### config.mk
export PLATFORM = sky130hd
export DESIGN_NAME = alu_cmd_issue
export DESIGN_NICKNAME = d
export VERILOG_FILES = /design/src/rtl/alu_cmd_issue.sv
export SDC_FILE = /design/constraint.sdc
export NUM_CORES = 1
export LEC_CHECK = 0
export CAP_MARGIN = 25
export CORE_ASPECT_RATIO = 1.75
export CORE_MARGIN = 1
export CORE_UTILIZATION = 42
export CTS_CLUSTER_SIZE = 20
export DETAILED_ROUTE_END_ITERATION = 8
export PLACE_DENSITY = 0.58
export SLEW_MARGIN = 15
export SYNTH_ARGS = -nofsm -noshare
export SYNTH_HDL_FRONTEND = slang
export SYNTH_SLANG_ARGS = --single-unit
export TNS_END_PERCENT = 5
### constraint.sdc
create_clock -name clk -period 4.8 [get_ports clk]
set_clock_uncertainty 0.1 [all_clocks]
set_input_delay 1.44 -clock clk [delete_from_list [all_inputs] [get_ports clk]]
set_output_delay 1.44 -clock clk [all_outputs]
set_load 0.01 [all_outputs]
### src/rtl/alu_cmd_issue.sv
// alu_cmd_issue: command issue stage in front of the SimpleALU.
// Buffers 16-bit ALU commands ({opcode, a, b, c}) in a circular FIFO, drops illegal
// opcodes (counting them), and issues one command at a time on the registered 17-bit
// command bus. MUL/DIV keep the issue path occupied for MULDIV_HOLD cycles.
//
// Ports:
//   clk        system clock, all state updates on the rising edge
//   rst        synchronous active-high reset, priority over everything
//   in_cmd     command from loader: [15:12] opcode, [11:8] a, [7:4] b, [3:0] c
//   in_valid   in_cmd valid
//   in_ready   stage can accept (FIFO not full)
//   flush      synchronous discard of queued and in-flight issue state
//   command    [16] one-cycle issue strobe, [15:0] last issued command word
//   busy       FIFO non-empty or issue FSM holding
//   err_count  saturating count of rejected illegal commands
module alu_cmd_issue #(
   parameter int unsigned DEPTH       = 8,
   parameter int unsigned MULDIV_HOLD = 4
) (
   input  logic        clk,
   input  logic        rst,
   input  logic [15:0] in_cmd,
   input  logic        in_valid,
   output logic        in_ready,
   input  logic        flush,
   output logic [16:0] command,
   output logic        busy,
   output logic [7:0]  err_count
);

   localparam int unsigned PtrW  = (DEPTH > 1) ? $clog2(DEPTH) : 1;
   localparam int unsigned CntW  = $clog2(DEPTH + 1);
   localparam int unsigned HoldW = (MULDIV_HOLD > 1) ? $clog2(MULDIV_HOLD) : 1;

   localparam logic [CntW-1:0]  CntFull  = CntW'(DEPTH);
   localparam logic [HoldW-1:0] HoldInit = HoldW'(MULDIV_HOLD - 1);
   localparam bit               LongOcc  = (MULDIV_HOLD > 1);

   typedef enum logic [0:0] {StIdle, StHold} state_e;

   state_e            state_q, state_d;
   logic [HoldW-1:0]  hold_q, hold_d;
   logic [15:0]       mem_q [DEPTH];
   logic [PtrW-1:0]   wr_ptr_q, wr_ptr_d;
   logic [PtrW-1:0]   rd_ptr_q, rd_ptr_d;
   logic [CntW-1:0]   count_q, count_d;
   logic [16:0]       command_q, command_d;
   logic [7:0]        err_q, err_d;

   logic [15:0] head;
   logic        head_muldiv;
   logic        in_legal;
   logic        accept;
   logic        push;
   logic        pop;

   // Legal opcodes are STO=1, ADD=2, SUB=3, MUL=4, DIV=5.
   assign in_legal    = (in_cmd[15:12] >= 4'd1) && (in_cmd[15:12] <= 4'd5);
   assign head        = mem_q[rd_ptr_q];
   assign head_muldiv = (head[15:12] == 4'd4) || (head[15:12] == 4'd5);

   // in_ready is a function of count alone, so a full FIFO stays closed even on a pop cycle.
   assign in_ready = (count_q != CntFull);
   assign accept   = in_valid && in_ready;
   assign push     = accept && in_legal && !flush;

   // ---------------------------------------------------------------------------------------
   // Issue FSM: state register
   always_ff @(posedge clk) begin
      if (rst) begin
         state_q <= StIdle;
         hold_q  <= '0;
      end else begin
         state_q <= state_d;
         hold_q  <= hold_d;
      end
   end

   // Issue FSM: next state
   always_comb begin
      state_d = state_q;
      hold_d  = hold_q;
      if (flush) begin
         state_d = StIdle;
         hold_d  = '0;
      end else begin
         unique case (state_q)
            StIdle: begin
               // Single-cycle ops stay in StIdle so they can issue back to back.
               if ((count_q != '0) && head_muldiv && LongOcc) begin
                  state_d = StHold;
                  hold_d  = HoldInit;
               end
            end
            StHold: begin
               // The edge where hold_cnt reaches 0 returns to idle without issuing.
               if (hold_q <= HoldW'(1)) begin
                  state_d = StIdle;
                  hold_d  = '0;
               end else begin
                  hold_d = hold_q - HoldW'(1);
               end
            end
            default: begin
               state_d = StIdle;
               hold_d  = '0;
            end
         endcase
      end
   end

   // Issue FSM: outputs (pop and the next registered command word)
   always_comb begin
      pop       = (state_q == StIdle) && (count_q != '0) && !flush;
      command_d = {1'b0, command_q[15:0]};
      if (flush) begin
         command_d = '0;
      end else if (pop) begin
         command_d = {1'b1, head};
      end
   end

   // ---------------------------------------------------------------------------------------
   // FIFO bookkeeping and error counter
   always_comb begin
      wr_ptr_d = wr_ptr_q;
      rd_ptr_d = rd_ptr_q;
      count_d  = count_q;
      err_d    = err_q;
      if (flush) begin
         wr_ptr_d = '0;
         rd_ptr_d = '0;
         count_d  = '0;
      end else begin
         if (push) begin
            wr_ptr_d = wr_ptr_q + PtrW'(1);
         end
         if (pop) begin
            rd_ptr_d = rd_ptr_q + PtrW'(1);
         end
         if (push && !pop) begin
            count_d = count_q + CntW'(1);
         end else if (pop && !push) begin
            count_d = count_q - CntW'(1);
         end
         if (accept && !in_legal && (err_q != 8'hFF)) begin
            err_d = err_q + 8'd1;
         end
      end
   end

   always_ff @(posedge clk) begin
      if (rst) begin
         wr_ptr_q  <= '0;
         rd_ptr_q  <= '0;
         count_q   <= '0;
         command_q <= '0;
         err_q     <= '0;
      end else begin
         wr_ptr_q  <= wr_ptr_d;
         rd_ptr_q  <= rd_ptr_d;
         count_q   <= count_d;
         command_q <= command_d;
         err_q     <= err_d;
      end
   end

   // Storage needs no reset; count gates every read.
   always_ff @(posedge clk) begin
      if (push) begin
         mem_q[wr_ptr_q] <= in_cmd;
      end
   end

   assign command   = command_q;
   assign busy      = (count_q != '0) || (state_q != StIdle);
   assign err_count = err_q;

endmodule

==> results_dict.tcl, run 1 <==
set metrics [dict create \
    status "completed" \
    fin_area_sq_um 7950 \
    coreArea_sq_um 15400 \
    cts_resized 0 \
    clk_transition_reported_paths_ns 0.07 \
    cp_data_arrival_time_ns 4.28 \
    antenna_found_initial 0 \
    htreeDepth 4 \
    area_growth_pct 19.9 \
    vdd_drop_max_mv 0.218 \
    fill_cells 1266 \
    track_usage_pct 16.9 \
    cts_sinks 169 \
    clk_latency_ns 0.42 \
    wirelength_um 13100 \
    initial_core_util_pct 43.1 \
    ys_ff_latch 169 \
    synth.avg_cell_area_sq_um 17.0 \
    syn-num-nets 418 \
    rsz0062_at_grt "no" \
    synthTopCellsByArea "edfxtp_1 (58%), dfxtp_1 (12%), mux4_2 (9.5%)" \
    fp.dieW_um 97.0 \
    seq_area_sq_um 4670 \
    critical_path.max_fanout 10 \
    postCtsSetupBuffers 0 \
    critPathLaunchType "primary input" \
    gr-usage-met2_pct 30.6 \
    fin_util_pct 51.6 \
    routed_via_density 5.59 \
    layout-drive-gt1-share_pct 18.8 \
    cts_tree "yes" \
    ys_seq_area_share_pct 70.4 \
    hpwlAfterDp_um 7860 \
    hold_viol_final 0 \
    maxSlewViolCount 0 \
    max_freq_mhz 248 \
    hp-class "reg2reg" \
    numPortBuffers 46 \
    num_antenna_cells 0 \
    crit_path_end_kind "register" \
    grt_overflow 0 \
    p_leak_nw 2.55 \
    syn_inst 391 \
    ys.warnings.count 0 \
    clk_path_buf_depth 2 \
    tightest_slew_ns 0.830 \
    grt_start_max_net_pins 33 \
    drtAntennaViolNets 0 \
    synth_edf_count 128 \
    syn_area_sq_um 6630 \
    use_met3_pct 3.65 \
    finalSetupViolations 0 \
    nets 477 \
    busiest_layer "met2" \
    critPathKind "in2reg" \
    drt_pass1_iterations 4 \
    gp_congestion 0.708 \
    synthDistinctLibCells 47 \
    critPathRequiredTime_ns 5.05 \
    cap_viol_max_count 0 \
    synth_top_area_cell "edfxtp_1" \
    die_h_um 168 \
    cts-buffers-inserted 17 \
    grt_first_pass_wirelength_um 20400 \
    use_met1_pct 19.0 \
    slew_headroom_pct 44.1 \
    die_area_sq_um 16300 \
    synthFlopType "edfxtp_1" \
    route.vias.total 3629 \
    grt_pass1_vias 3711 \
    synth.top_cell.area_share_pct 58.0 \
    period_minus_slack_ns 4.03 \
    multi_input_area_sq_um 1850 \
    drcViolationCount 0 \
    pin_count 47 \
    cts_hold_buf 0 \
    period_share_pct 84.0 \
    rows 60 \
    first_iter_violations 122 \
    root_buffer "clkbuf_16" \
    async_reset_ff_share_pct 0 \
    placed_area_sq_um 7330 \
    routedWlPerCell_um 20.1 \
    powerDensity_nw_per_um2 399 \
    setup_tns_ns 0 \
]
-- critical path, cell delays in order --
cell,delay [ns]
clkdlybuf4s50_1,0.59
a21o_1,0.30
nor2_1,0.26
nand2_1,0.23
inv_1,0.11
ha_1,0.16
inv_1,0.09
ha_1,0.27
a21o_2,0.21
a21oi_1,0.17
mux2i_1,0.24
mux2i_1,0.19
-- registers in the layout, indices dropped and copies added, names as in the netlist, named ones only --
register and cells:
command 17, count_q 4, err_count 8, hold_q 2
mem_q 128, rd_ptr_q 3, state_q 1, wr_ptr_q 3
-- stage by stage --
| stage | hold slack [ns] | std cells | setup slack [ns] | power (mW) |
|---|---|---|---|---|
| after floorplan | 0.354 | 391 | 0.701 | 1.71 |
| after global placement | 0.369 | 617 | 0.473 | 1.78 |
| after detailed placement | 0.385 | 617 | 0.356 | 1.78 |
| after CTS | 0.395 | 649 | 0.796 | 3.21 |
| after global routing | 0.426 | 649 | 0.561 | 3.26 |
| final | 0.391 | 649 | 0.769 | 3.17 |
-- final cells by class --
class | count | area share [%]
flip-flops and latches | 169 | 58.7
multi-input cells | 197 | 23.3
repair buffers | 59 | 7.02
clock buffers | 18 | 5.40
well taps | 186 | 2.93
clock inverters | 14 | 2.35
inverters | 6 | 0.283
-- power by group --
part	leakage, nW	internal (mW)	switching, mW
Clock	0.295	0.834	0.582
Combinational	0.771	0.0723	0.0826
Sequential	1.48	1.58	0.0116
-- cells in the final DEF (no fill, tap or decap), types with 4 or more instances in the layout --
cell type        count
clkbuf_16           17
nand2_1             10
ha_1                 6
mux4_2              28
a21oi_1             23
clkdlybuf4s50_1     46
mux2i_1             21
inv_1                6
nor3_2               5
nor2_1              25
edfxtp_1           128
o21ai_0             16
nand2b_1             4
buf_4               13
nand3_1              9
dfxtp_1             40
-- cell families after synthesis --
kind of cell / count (synthesis) / share of synthesized area [%]
simple gates: 72 / 5.70
fa+ha+maj: 7 / 1.43
flops: 169 / 70.4
xor+xnor: 4 / 0.529
compound gates: 62 / 5.89
buf+inv: 25 / 2.19
mux: 52 / 13.9
-- worst paths after layout --
kind	from	endpoint	slack [ns]	cells after the start
setup / recovery	in_cmd[13]	count_q[3]$_SDFFE_PP0P_	0.77	12
hold / removal	rd_ptr_q[1]$_SDFFE_PP0P_	rd_ptr_q[1]$_SDFFE_PP0P_	0.39	2
setup reg to reg	count_q[0]$_SDFFE_PP0P_	count_q[3]$_SDFFE_PP0P_	1.75	11
hold reg to reg	rd_ptr_q[1]$_SDFFE_PP0P_	rd_ptr_q[1]$_SDFFE_PP0P_	0.39	2
-- layer usage --
layer  wire [um]  vias to the layer above
li1            -                     1675
met1        5100                     1867
met2        7220                       65
met3         479                       22
met4         268                        0
met5           0                        -
-- cells in the mapped netlist, types with 3 or more instances --
library cell  count
mux4_1            3
mux2i_1          21
a211oi_1          3
or4_1             3
mux4_2           28
inv_1             6
nor2_1           25
nand2_1          10
nand2b_1          4
nor3_1            4
nor4_1            3
nand3_1           9
clkbuf_1          7
dfxtp_1          41
o31ai_1           3
buf_2             5
a21oi_1          23
ha_1              6
edfxtp_1        128
o21ai_0          16
or3_1             3
buf_6             6
(Power assumes the default switching activity.)
==> run 2: changes to the inputs <==
clock period = 3.8 ns   (was 4.8 ns; I/O delays follow)
==> run 2 against run 1 <==
  * Die area did not move
  * Global-route usage barely moved
  * Non-clock buffer count rose by 10
  * Largest power group unchanged
  * Sequential power rose by 26%
  * Flip-flop and latch count did not move
  * Combinational power rose by 30%
  * Routed wire length rose by 0.23%
  * Register-to-register slack got worse by 0.82 ns
  * Final area rose by 0.83%
  * Hold slack improved by 0.010 ns
  * Via count rose by 0.55%
  * First-iteration DRC count rose by 37%
==> results_dict.tcl, run 2 (same netlist as run 1, synthesis figures left out) <==
set metrics [dict create \
    status "completed" \
    coreArea_sq_um 15400 \
    drcViolationCount 0 \
    seq_area_sq_um 4670 \
    cp_num_buf_inv 3 \
    vdd_drop_max_mv 0.340 \
    gp_congestion 0.757 \
    critPathKind "in2reg" \
    slew_headroom_pct 39.6 \
    rows 60 \
    cp_data_arrival_time_ns 3.50 \
    track_usage_pct 16.9 \
    grt_pass1_vias 3790 \
    whs_ns 0.401 \
    dp_cells 627 \
    max_freq_mhz 308 \
    cts_resized 0 \
    hp-class "reg2reg" \
    die_area_sq_um 16300 \
    drt_pass1_iterations 4 \
    route.vias.total 3649 \
    critPathRequiredTime_ns 4.05 \
    rsz0062_at_grt "no" \
    cap_viol_max_count 0 \
    stdcell_count 659 \
    antenna_found_initial 0 \
    critical-path-slowest-cell "clkdlybuf4s50_1" \
    routed_via_density 5.54 \
    largest-register "mem_q" \
    period_minus_slack_ns 3.25 \
    largest_reg_flops 128 \
    finalSetupViolations 0 \
    routedWlPerCell_um 19.9 \
    dp_slack_ns 0.117 \
    critPathLaunchType "primary input" \
    layout_commonest_cell "edfxtp_1" \
    powerDensity_nw_per_um2 496 \
    fp.dieW_um 97.0 \
    power.total_mw 3.97 \
    layout_setup_ws_ns 0.550 \
    fill_cells 1257 \
    rr_worst_depth 11 \
    numPortBuffers 46 \
    hold_viol_final 0 \
    postCtsSetupBuffers 0 \
    holdPathStages 2 \
    htreeDepth 4 \
    nets 487 \
    setup_tns_ns 0 \
    p_leak_nw 2.60 \
    cts_sinks 169 \
    die_h_um 168 \
    grt_first_pass_wirelength_um 20500 \
    critical_path.max_fanout 9 \
    clk_transition_reported_paths_ns 0.06 \
    grt_overflow 0 \
    first_iter_violations 167 \
    maxSlewViolCount 0 \
    fin_area_sq_um 8010 \
    crit_path_end_kind "register" \
    final_cell_mix "edfxtp_1 (128), clkdlybuf4s50_1 (46), dfxtp_1 (40)" \
    crit_family "buffers and inverters" \
    rrSetupSlack_ns 0.93 \
    placed_area_sq_um 7400 \
    cts_tree "yes" \
    pin_count 47 \
    hpwlAfterDp_um 8050 \
    cts-buffers-inserted 17 \
    area_growth_pct 20.9 \
    root_buffer "clkbuf_16" \
    r2r-end "count_q[3]$_SDFFE_PP0P_" \
    clk_path_buf_depth 2 \
    clk_latency_ns 0.42 \
    path_cells "clkdlybuf4s50_1 > nor3_2 > nor2_1 > nand2_1 > inv_1 > ha_1 > inv_1 > ha_1 > a21o_2 > a21oi_1 > mux2i_1 > mux2i_1" \
    worstHoldStart "rd_ptr_q[1]$_SDFFE_PP0P_" \
    wirelength_um 13100 \
    tightest_slew_ns 0.905 \
    initial_core_util_pct 43.1 \
    cts_hold_buf 0 \
    cp-startpoint "in_cmd[12]" \
    reg2reg_from "count_q[0]$_SDFFE_PP0P_" \
    critPathMaxStageDelay_ns 0.57 \
    grt_start_max_net_pins 33 \
    layout-drive-gt1-share_pct 20.7 \
    drtAntennaViolNets 0 \
    num_antenna_cells 0 \
    fin_util_pct 52.1 \
    period_share_pct 85.5 \
    multi_input_area_sq_um 1850 \
]
## run 2: worst reg2reg max path, cell delays in order (launching register included)
cell     delay [ns]
dfxtp_1        0.38
or4b_4         0.59
and3_4         0.23
nand2_1        0.09
inv_1          0.05
ha_1           0.20
inv_1          0.13
ha_1           0.26
a21o_2         0.21
a21oi_1        0.16
mux2i_1        0.23
mux2i_1        0.19
## run 2: layout make-up
| class | instances | share of cell area, % |
|---|---|---|
| tap | 186 | 2.90 |
| timing repair buffer | 69 | 7.90 |
| inverter | 6 | 0.281 |
| clock inverter | 14 | 2.22 |
| clock buffer | 18 | 5.36 |
| multi-input combinational | 197 | 23.1 |
| sequential | 169 | 58.2 |
## run 2: worst max path at each step
stage	slack, ns	end	depth (start not counted)
6_report	0.55	count_q[3]$_SDFFE_PP0P_	12
5_1_grt	0.34	count_q[3]$_SDFFE_PP0P_	12
4_1_cts	0.55	count_q[3]$_SDFFE_PP0P_	12
3_5_place_dp	0.12	count_q[3]$_SDFFE_PP0P_	12
3_3_place_gp	0.17	count_q[3]$_SDFFE_PP0P_	12
2_1_floorplan	0.001	mem_q[0][0]$_DFFE_PP_	4
## run 2: layer usage
layer | track usage (%) | vias up | wire (um)
met4 | 7.14 | 0 | 295
met1 | 19.2 | 1834 | 5220
met2 | 30.4 | 101 | 6990
met3 | 3.99 | 20 | 604
met5 | 0 | - | 0
li1 | - | 1694 | -
## run 2: power by group
group          switching, mW  internal (mW)
Sequential            0.0174           2.00
Combinational          0.102          0.100
Clock                  0.753           1.00
Total                  0.872           3.10
